`src/rtl/uart_pkg.sv`:
```
// Shared definitions for the UART transmit path.
//   uart_state_e  : frame FSM states (IDLE, START, DATA, PARITY, STOP)
//   LINE_IDLE     : level of the serial line when nothing is being sent
//   START_LVL     : level of the start bit
//   params_legal  : elaboration-time check of the serializer parameter set
package uart_pkg;

  typedef enum logic [2:0] {
    IDLE   = 3'd0,
    START  = 3'd1,
    DATA   = 3'd2,
    PARITY = 3'd3,
    STOP   = 3'd4
  } uart_state_e;

  localparam logic LINE_IDLE = 1'b1;
  localparam logic START_LVL = 1'b0;

  // True when every parameter is inside the range the serializer supports.
  function automatic bit params_legal(int clks_per_bit, int data_bits,
                                      int parity_en, int stop_bits);
    return (clks_per_bit >= 2) && (clks_per_bit <= 65535) &&
           (data_bits >= 5) && (data_bits <= 8) &&
           (parity_en == 0 || parity_en == 1) &&
           (stop_bits == 1 || stop_bits == 2);
  endfunction

endpackage

```
`src/rtl/uart_tx_serializer_baud_tick.sv`:
```
// Bit-period timer for the UART transmitter.
// Counts clk cycles 0..CLKS_PER_BIT-1 while enabled and pulses bit_done
// for one cycle on the terminal count, then restarts from 0.
//   clk      : system clock
//   reset_n  : asynchronous active-low reset
//   clear    : restart the bit period from 0 (new frame accepted)
//   enable   : count only while a frame is in progress
//   bit_done : one-cycle pulse in the last cycle of each bit period
module uart_baud_tick
  import uart_pkg::*;
#(
  parameter int CLKS_PER_BIT = 16
) (
  input  logic clk,
  input  logic reset_n,
  input  logic clear,
  input  logic enable,
  output logic bit_done
);

  localparam int CNT_W = $clog2(CLKS_PER_BIT);
  localparam logic [CNT_W-1:0] LAST = CNT_W'(CLKS_PER_BIT - 1);

  logic [CNT_W-1:0] cnt_q, cnt_d;

  // The counter is held at 0 outside a frame so that every frame starts
  // with a full-length start bit; it wraps itself on terminal count and
  // therefore never exceeds CLKS_PER_BIT-1.
  always_comb begin
    cnt_d    = cnt_q;
    bit_done = 1'b0;
    if (clear || !enable) begin
      cnt_d = '0;
    end else if (cnt_q == LAST) begin
      cnt_d    = '0;
      bit_done = 1'b1;
    end else begin
      cnt_d = cnt_q + 1'b1;
    end
  end

  always_ff @(posedge clk or negedge reset_n) begin
    if (!reset_n) begin
      cnt_q <= '0;
    end else begin
      cnt_q <= cnt_d;
    end
  end

endmodule

```
`src/rtl/uart_tx_serializer.sv`:
```
// UART-style frame transmitter: accepts a byte over a valid/ready handshake
// and shifts it out LSB first as start, data, optional even parity and
// stop bits on a registered, idle-high serial line.
//   clk      : system clock, rising edge
//   reset_n  : asynchronous active-low reset
//   tx_valid : producer has a byte to send
//   tx_data  : byte to send, captured only on the handshake edge
//   tx_ready : transmitter can accept a byte (IDLE only)
//   tx_out   : serial line, driven straight from a flop
//   tx_busy  : a frame is in progress
module uart_tx_serializer
  import uart_pkg::*;
#(
  parameter int CLKS_PER_BIT = 16,
  parameter int DATA_BITS    = 8,
  parameter int PARITY_EN    = 0,
  parameter int STOP_BITS    = 1
) (
  input  logic                 clk,
  input  logic                 reset_n,
  input  logic                 tx_valid,
  input  logic [DATA_BITS-1:0] tx_data,
  output logic                 tx_ready,
  output logic                 tx_out,
  output logic                 tx_busy
);

  if (!params_legal(CLKS_PER_BIT, DATA_BITS, PARITY_EN, STOP_BITS)) begin : g_param_check
    $error("uart_tx_serializer: illegal parameter combination");
  end

  localparam logic [2:0] LAST_DATA = 3'(DATA_BITS - 1);
  localparam logic [2:0] LAST_STOP = 3'(STOP_BITS - 1);

  uart_state_e          state_q, state_d;
  logic [DATA_BITS-1:0] shift_q, shift_d;
  logic [2:0]           bit_cnt_q, bit_cnt_d;
  logic                 parity_q, parity_d;
  logic                 tx_out_q, tx_out_d;
  logic                 ready_q, ready_d;
  logic                 accept;
  logic                 bit_done;

  assign accept = tx_valid && ready_q;

  uart_baud_tick #(
    .CLKS_PER_BIT(CLKS_PER_BIT)
  ) u_baud_tick (
    .clk      (clk),
    .reset_n  (reset_n),
    .clear    (accept),
    .enable   (state_q != IDLE),
    .bit_done (bit_done)
  );

  // Next-state logic. The bit counter indexes data bits in DATA and is
  // reused to count stop bits in STOP, so it is cleared on leaving each.
  // Parity is taken from tx_data at the handshake because the shift
  // register no longer holds the whole byte when the parity bit goes out.
  always_comb begin
    state_d   = state_q;
    shift_d   = shift_q;
    bit_cnt_d = bit_cnt_q;
    parity_d  = parity_q;
    case (state_q)
      IDLE: begin
        if (accept) begin
          state_d   = START;
          shift_d   = tx_data;
          parity_d  = ^tx_data;
          bit_cnt_d = '0;
        end
      end
      START: begin
        if (bit_done) begin
          state_d = DATA;
        end
      end
      DATA: begin
        if (bit_done) begin
          shift_d = shift_q >> 1;
          if (bit_cnt_q == LAST_DATA) begin
            bit_cnt_d = '0;
            if (PARITY_EN != 0) begin
              state_d = PARITY;
            end else begin
              state_d = STOP;
            end
          end else begin
            bit_cnt_d = bit_cnt_q + 3'd1;
          end
        end
      end
      PARITY: begin
        if (bit_done) begin
          state_d = STOP;
        end
      end
      STOP: begin
        if (bit_done) begin
          if (bit_cnt_q == LAST_STOP) begin
            bit_cnt_d = '0;
            state_d   = IDLE;
          end else begin
            bit_cnt_d = bit_cnt_q + 3'd1;
          end
        end
      end
      default: begin
        state_d = IDLE;
      end
    endcase
  end

  // Line level and ready are computed from the next state so that the
  // registered outputs change on the same edge as the state itself; this
  // makes the start bit appear in the cycle right after the handshake.
  always_comb begin
    tx_out_d = LINE_IDLE;
    case (state_d)
      START:   tx_out_d = START_LVL;
      DATA:    tx_out_d = shift_d[0];
      PARITY:  tx_out_d = parity_d;
      default: tx_out_d = LINE_IDLE;
    endcase
    ready_d = (state_d == IDLE);
  end

  always_ff @(posedge clk or negedge reset_n) begin
    if (!reset_n) begin
      state_q   <= IDLE;
      shift_q   <= '0;
      bit_cnt_q <= '0;
      parity_q  <= 1'b0;
      tx_out_q  <= LINE_IDLE;
      ready_q   <= 1'b0;
    end else begin
      state_q   <= state_d;
      shift_q   <= shift_d;
      bit_cnt_q <= bit_cnt_d;
      parity_q  <= parity_d;
      tx_out_q  <= tx_out_d;
      ready_q   <= ready_d;
    end
  end

  assign tx_out   = tx_out_q;
  assign tx_ready = ready_q;
  assign tx_busy  = (state_q != IDLE);

endmodule

```
`config.mk`:
```
export PLATFORM = sky130hd
export DESIGN_NAME = uart_tx_serializer
export DESIGN_NICKNAME = d
export VERILOG_FILES = /design/src/rtl/uart_pkg.sv /design/src/rtl/uart_tx_serializer_baud_tick.sv /design/src/rtl/uart_tx_serializer.sv
export SDC_FILE = /design/constraint.sdc
export NUM_CORES = 1
export LEC_CHECK = 0
export CORE_ASPECT_RATIO = 0.9
export CORE_MARGIN = 3
export CORE_UTILIZATION = 35
export DETAILED_ROUTE_END_ITERATION = 12
export PLACE_DENSITY_LB_ADDON = 0.15
export SYNTH_ARGS = -nofsm -noshare
export SYNTH_HDL_FRONTEND = slang
export SYNTH_SLANG_ARGS = --single-unit
export TNS_END_PERCENT = 1
```
`constraint.sdc`:
```
create_clock -name clk -period 3.28 [get_ports clk]
set_input_delay 0.492 -clock clk [delete_from_list [all_inputs] [get_ports clk]]
set_output_delay 0.492 -clock clk [all_outputs]
set_load 0.05 [all_outputs]
```
==> reports/qor_table.md <==
| Group | Result | Value |
|:---|:---|:---|
| clock network | Clock latency at the later pin of the worst-skew pair | 0.26 ns |
| setup path | Cell breakdown of the critical path | or3_4 -> clkdlybuf4s50_1 |
| route | DR iter-0 viols | 22 |
| timing | Final period utilization | 0.744 |
| timing | Fin Clk Skew | 0.00217 ns |
| floorplan | Die height | 62.2 um |
| cells and area | Count of inserted antenna diode cells | 0 |
| setup path | Classification of the worst setup path | reg2out |
| global routing | Maximum number of pins on one net before global-route repair | 22 |
| timing | Number of max-slew violations in the final report | 0 |
| global routing | Remaining global-route overflow | 0 |
| power | Cell Int Power | 0.614 mW |
| cells and area | Summed area of non-filler cells in the final layout | 1400 sq um |
| setup path | Gate family responsible for the most delay along the worst path | buffers and inverters |
| clock network | CTS buffer count | 3 |
| setup path | Worst R2R Path Depth | 5 |
| yosys | Area share of the largest cell type after synthesis | 0.407 |
| route | Routed Antenna Nets | 0 |
| clock network | Clock Tree Root | clkbuf_8 |
| power | Share of total power in sequential cells | 0.455 |
| place | Detail Placement HPWL | 1710 um |
| setup path | Cell depth of the worst setup path | 2 |
| yosys | Cells after synthesis | 111 |
| flow run | Number of violations of the max-capacitance limit | 0 |
| status | Status | finished clean |
| timing | Maximum frequency from static timing analysis | 0.410 GHz |
| setup path | Kind of start point of the critical path | flop |
| place | Final estimated routing congestion in global placement | 0.745 |
| timing | Final hold violation count | 0 |
| setup path | Maximum net fanout on the critical path | 10 |
| yosys | Leading area contributor after synthesis | dfrtp_1 |
| clock network | Gates resized, CTS repair | 0 |
| setup path | CP arrival | 1.95 ns |
| setup path | Critical Path End Type | output pin |
| cells and area | Fraction of the core area covered by cells at the end of the flow | 0.435 |
| timing | Post-Route Setup TNS | 0 ns |
| setup path | Launch instance of the worst register-to-register path | u_baud_tick.cnt_q[0] |
| route | Routed via count | 842 |
| place | Number of buffer cells added on primary ports | 13 |
| yosys | Netlist area before placement | 1230 sq um |
| timing | Setup repair after global routing missed its margin | no |
| global routing | Initial antenna violation count | 0 |
| power | Proportion of power drawn by combinational gates | 0.373 |
| timing | Final worst hold slack | 0.476 ns |
| yosys | Post-synthesis register bit count | 21 |
| power | Clock power frac | 0.171 |
| clock network | Maximum clock path buffer count | 2 |
| setup path | Worst Path Buf+Inv | 1 |
| clock network | TritonCTS clock tree | built |
| yosys | Mapped Avg Cell Area | 11.1 sq um |
| clock network | Number of H-tree levels | 1 |
| route | Overall routed net length | 2240 um |
| floorplan | Die width | 68.5 um |
| power | Power dissipated by switching net loads | 0.368 mW |
| route | Vias per inst | 5.13 |
| yosys | Number of different library cells in the post-synthesis netlist | 43 |
| cells and area | Share of cells above drive strength 1 | 0.115 |
| timing | Remaining max-slew budget at the tightest pin | 0.359 |
| yosys | Synthesis Warnings | 0 |
| floorplan | Core Footprint | 3210 sq um |
| yosys | Most numerous cell types in the synthesized netlist | dfrtp_1, nor2_1, xnor2_1, a22o_1, a21o_1 |
| clock network | CTS clock-pin slew for the worst setup and hold paths | 0.08 ns |
| setup path | Reg-to-Reg End | shift_q[7] |
| floorplan | Die Area | 4260 sq um |
| place | Placed instance area | 1350 sq um |
| setup path | Worst setup path startpoint | state_q[2] |
| floorplan | Floorplan row count | 19 |
| setup path | Cell with the largest stage delay on the worst path | clkdlybuf4s50_1 |
| timing | Final setup vio count | 0 |
| route | Number of iterations in the first detailed-routing pass | 4 |
| timing | Final worst path period need | 2.44 ns |
| yosys | Most common cell in the synthesized netlist | dfrtp_1 |
| global routing | Via count of the first global-routing pass | 863 |
| global routing | First-pass GRT wire length | 4040 um |
| clock network | CTS sink count | 21 |
| cells and area | Post-layout net count | 138 |
| setup path | CP endpoint | tx_busy |
| setup path | Required @ worst endpoint | 2.79 ns |
| yosys | Most used flip-flop cell after synthesis | dfrtp_1 |
| cells and area | Layout Area Growth over Synthesis | 13.6% |
| yosys | Ys async rst share | 1.00 |
| yosys | Most area-consuming cells after synthesis | dfrtp_1, xnor2_1, a22o_1, ha_1, a21o_1 |
| timing | Pin slew with the least headroom to its limit | 0.958 ns |
| route | Number of DRC violations after detailed routing | 0 |
| route | Per-cell routed wire length | 13.6 um |
| power | Peak supply drop | 0.364 mV |
| setup path | Crit path largest cell delay | 0.72 ns |
| power | Leakage power | 0.651 nW |
| floorplan | Initial standard-cell utilization of the core | 0.383 |
| setup path | Reg2reg setup slack | 1.40 ns |
| yosys | Number of flops mapped to enable cells by yosys | 0 |
| clock network | Number of hold buffers added after CTS | 0 |
| global routing | Global routing usage summed across all routing layers | 0.124 |
| min path | Hold Crit Class | reg2reg |
| clock network | Postcts setup bufs | 0 |
| power | Share of total power consumed by net switching | 0.375 |
| yosys | Portion of the post-synthesis area used by sequential elements | 0.429 |
| yosys | Net Count, Synth | 126 |
| power | Power per cell area | 703 nW/um^2 |
| floorplan | Number of placed I/O pins | 14 |
==> through the flow <==
| step | power (mW) | setup slack, ns | instances |
|---|---|---|---|
| 2_1_floorplan | 0.741 | 1.36 | 111 |
| 3_3_place_gp | 0.819 | 0.962 | 160 |
| 3_5_place_dp | 0.826 | 0.968 | 160 |
| 4_1_cts | 1.00 | 0.838 | 164 |
| 5_1_grt | 1.07 | 0.771 | 164 |
| 6_report | 0.982 | 0.840 | 164 |
==> state kept, by name, summed over array words and instances (netlist names) <==
signal             count
bit_cnt_q              3
parity_q               1
shift_q                8
state_q                3
tx_out                 1
tx_ready               1
u_baud_tick.cnt_q      4
==> cell families after synthesis <==
family          share of synthesized area
xor+xnor                           0.0713
simple gates                        0.178
mux                                0.0265
compound gates                      0.196
flops                               0.429
fa+ha+maj                          0.0407
buf+inv                            0.0591
==> cell usage in the layout (no fill, tap or decap), types with 4 or more instances in the layout <==
master            n
a22o_1            7
a21o_1            6
nand2b_1          4
nand2_1           5
nor2_1            8
ha_1              4
clkdlybuf4s50_1  13
dfrtp_1          20
xnor2_1           8
a21oi_1           4
==> power groups by stage <==
| stage | clock network, mW | registers (mW) | logic (mW) |
|---|---|---|---|
| global placement | 0 | 0.452 | 0.367 |
| global route | 0.189 | 0.464 | 0.418 |
| floorplan | 0 | 0.448 | 0.293 |
| CTS | 0.177 | 0.448 | 0.375 |
| finish | 0.168 | 0.447 | 0.367 |
| detailed placement | 0 | 0.451 | 0.375 |
==> layer usage <==
| metal | part of all wire | track usage |
|---|---|---|
| met4 | 0.0072 | 0.0298 |
| met2 | 0.49 | 0.185 |
| met5 | 0 | 0 |
| met3 | 0.032 | 0.0450 |
| met1 | 0.47 | 0.169 |
==> cell type report <==
cell class,instances,area (sq um)
sequential,21,527
tap,42,52.6
multi-input combinational,81,629
fill,316,1810
clock buffer,3,41.3
inverter,3,11.3
clock inverter,1,5.00
timing repair buffer,13,130
==> worst min-delay path by stage <==
stage,startpoint,endpoint,cells past startpoint
CTS,u_baud_tick.cnt_q[0],u_baud_tick.cnt_q[0],1
finish,u_baud_tick.cnt_q[0],u_baud_tick.cnt_q[0],1
detailed placement,u_baud_tick.cnt_q[0],u_baud_tick.cnt_q[0],1
global placement,u_baud_tick.cnt_q[0],u_baud_tick.cnt_q[0],1
floorplan,reset_n,bit_cnt_q[0],0
global route,u_baud_tick.cnt_q[0],u_baud_tick.cnt_q[0],1
No activity file was read; power rests on OpenSTA's default activity.
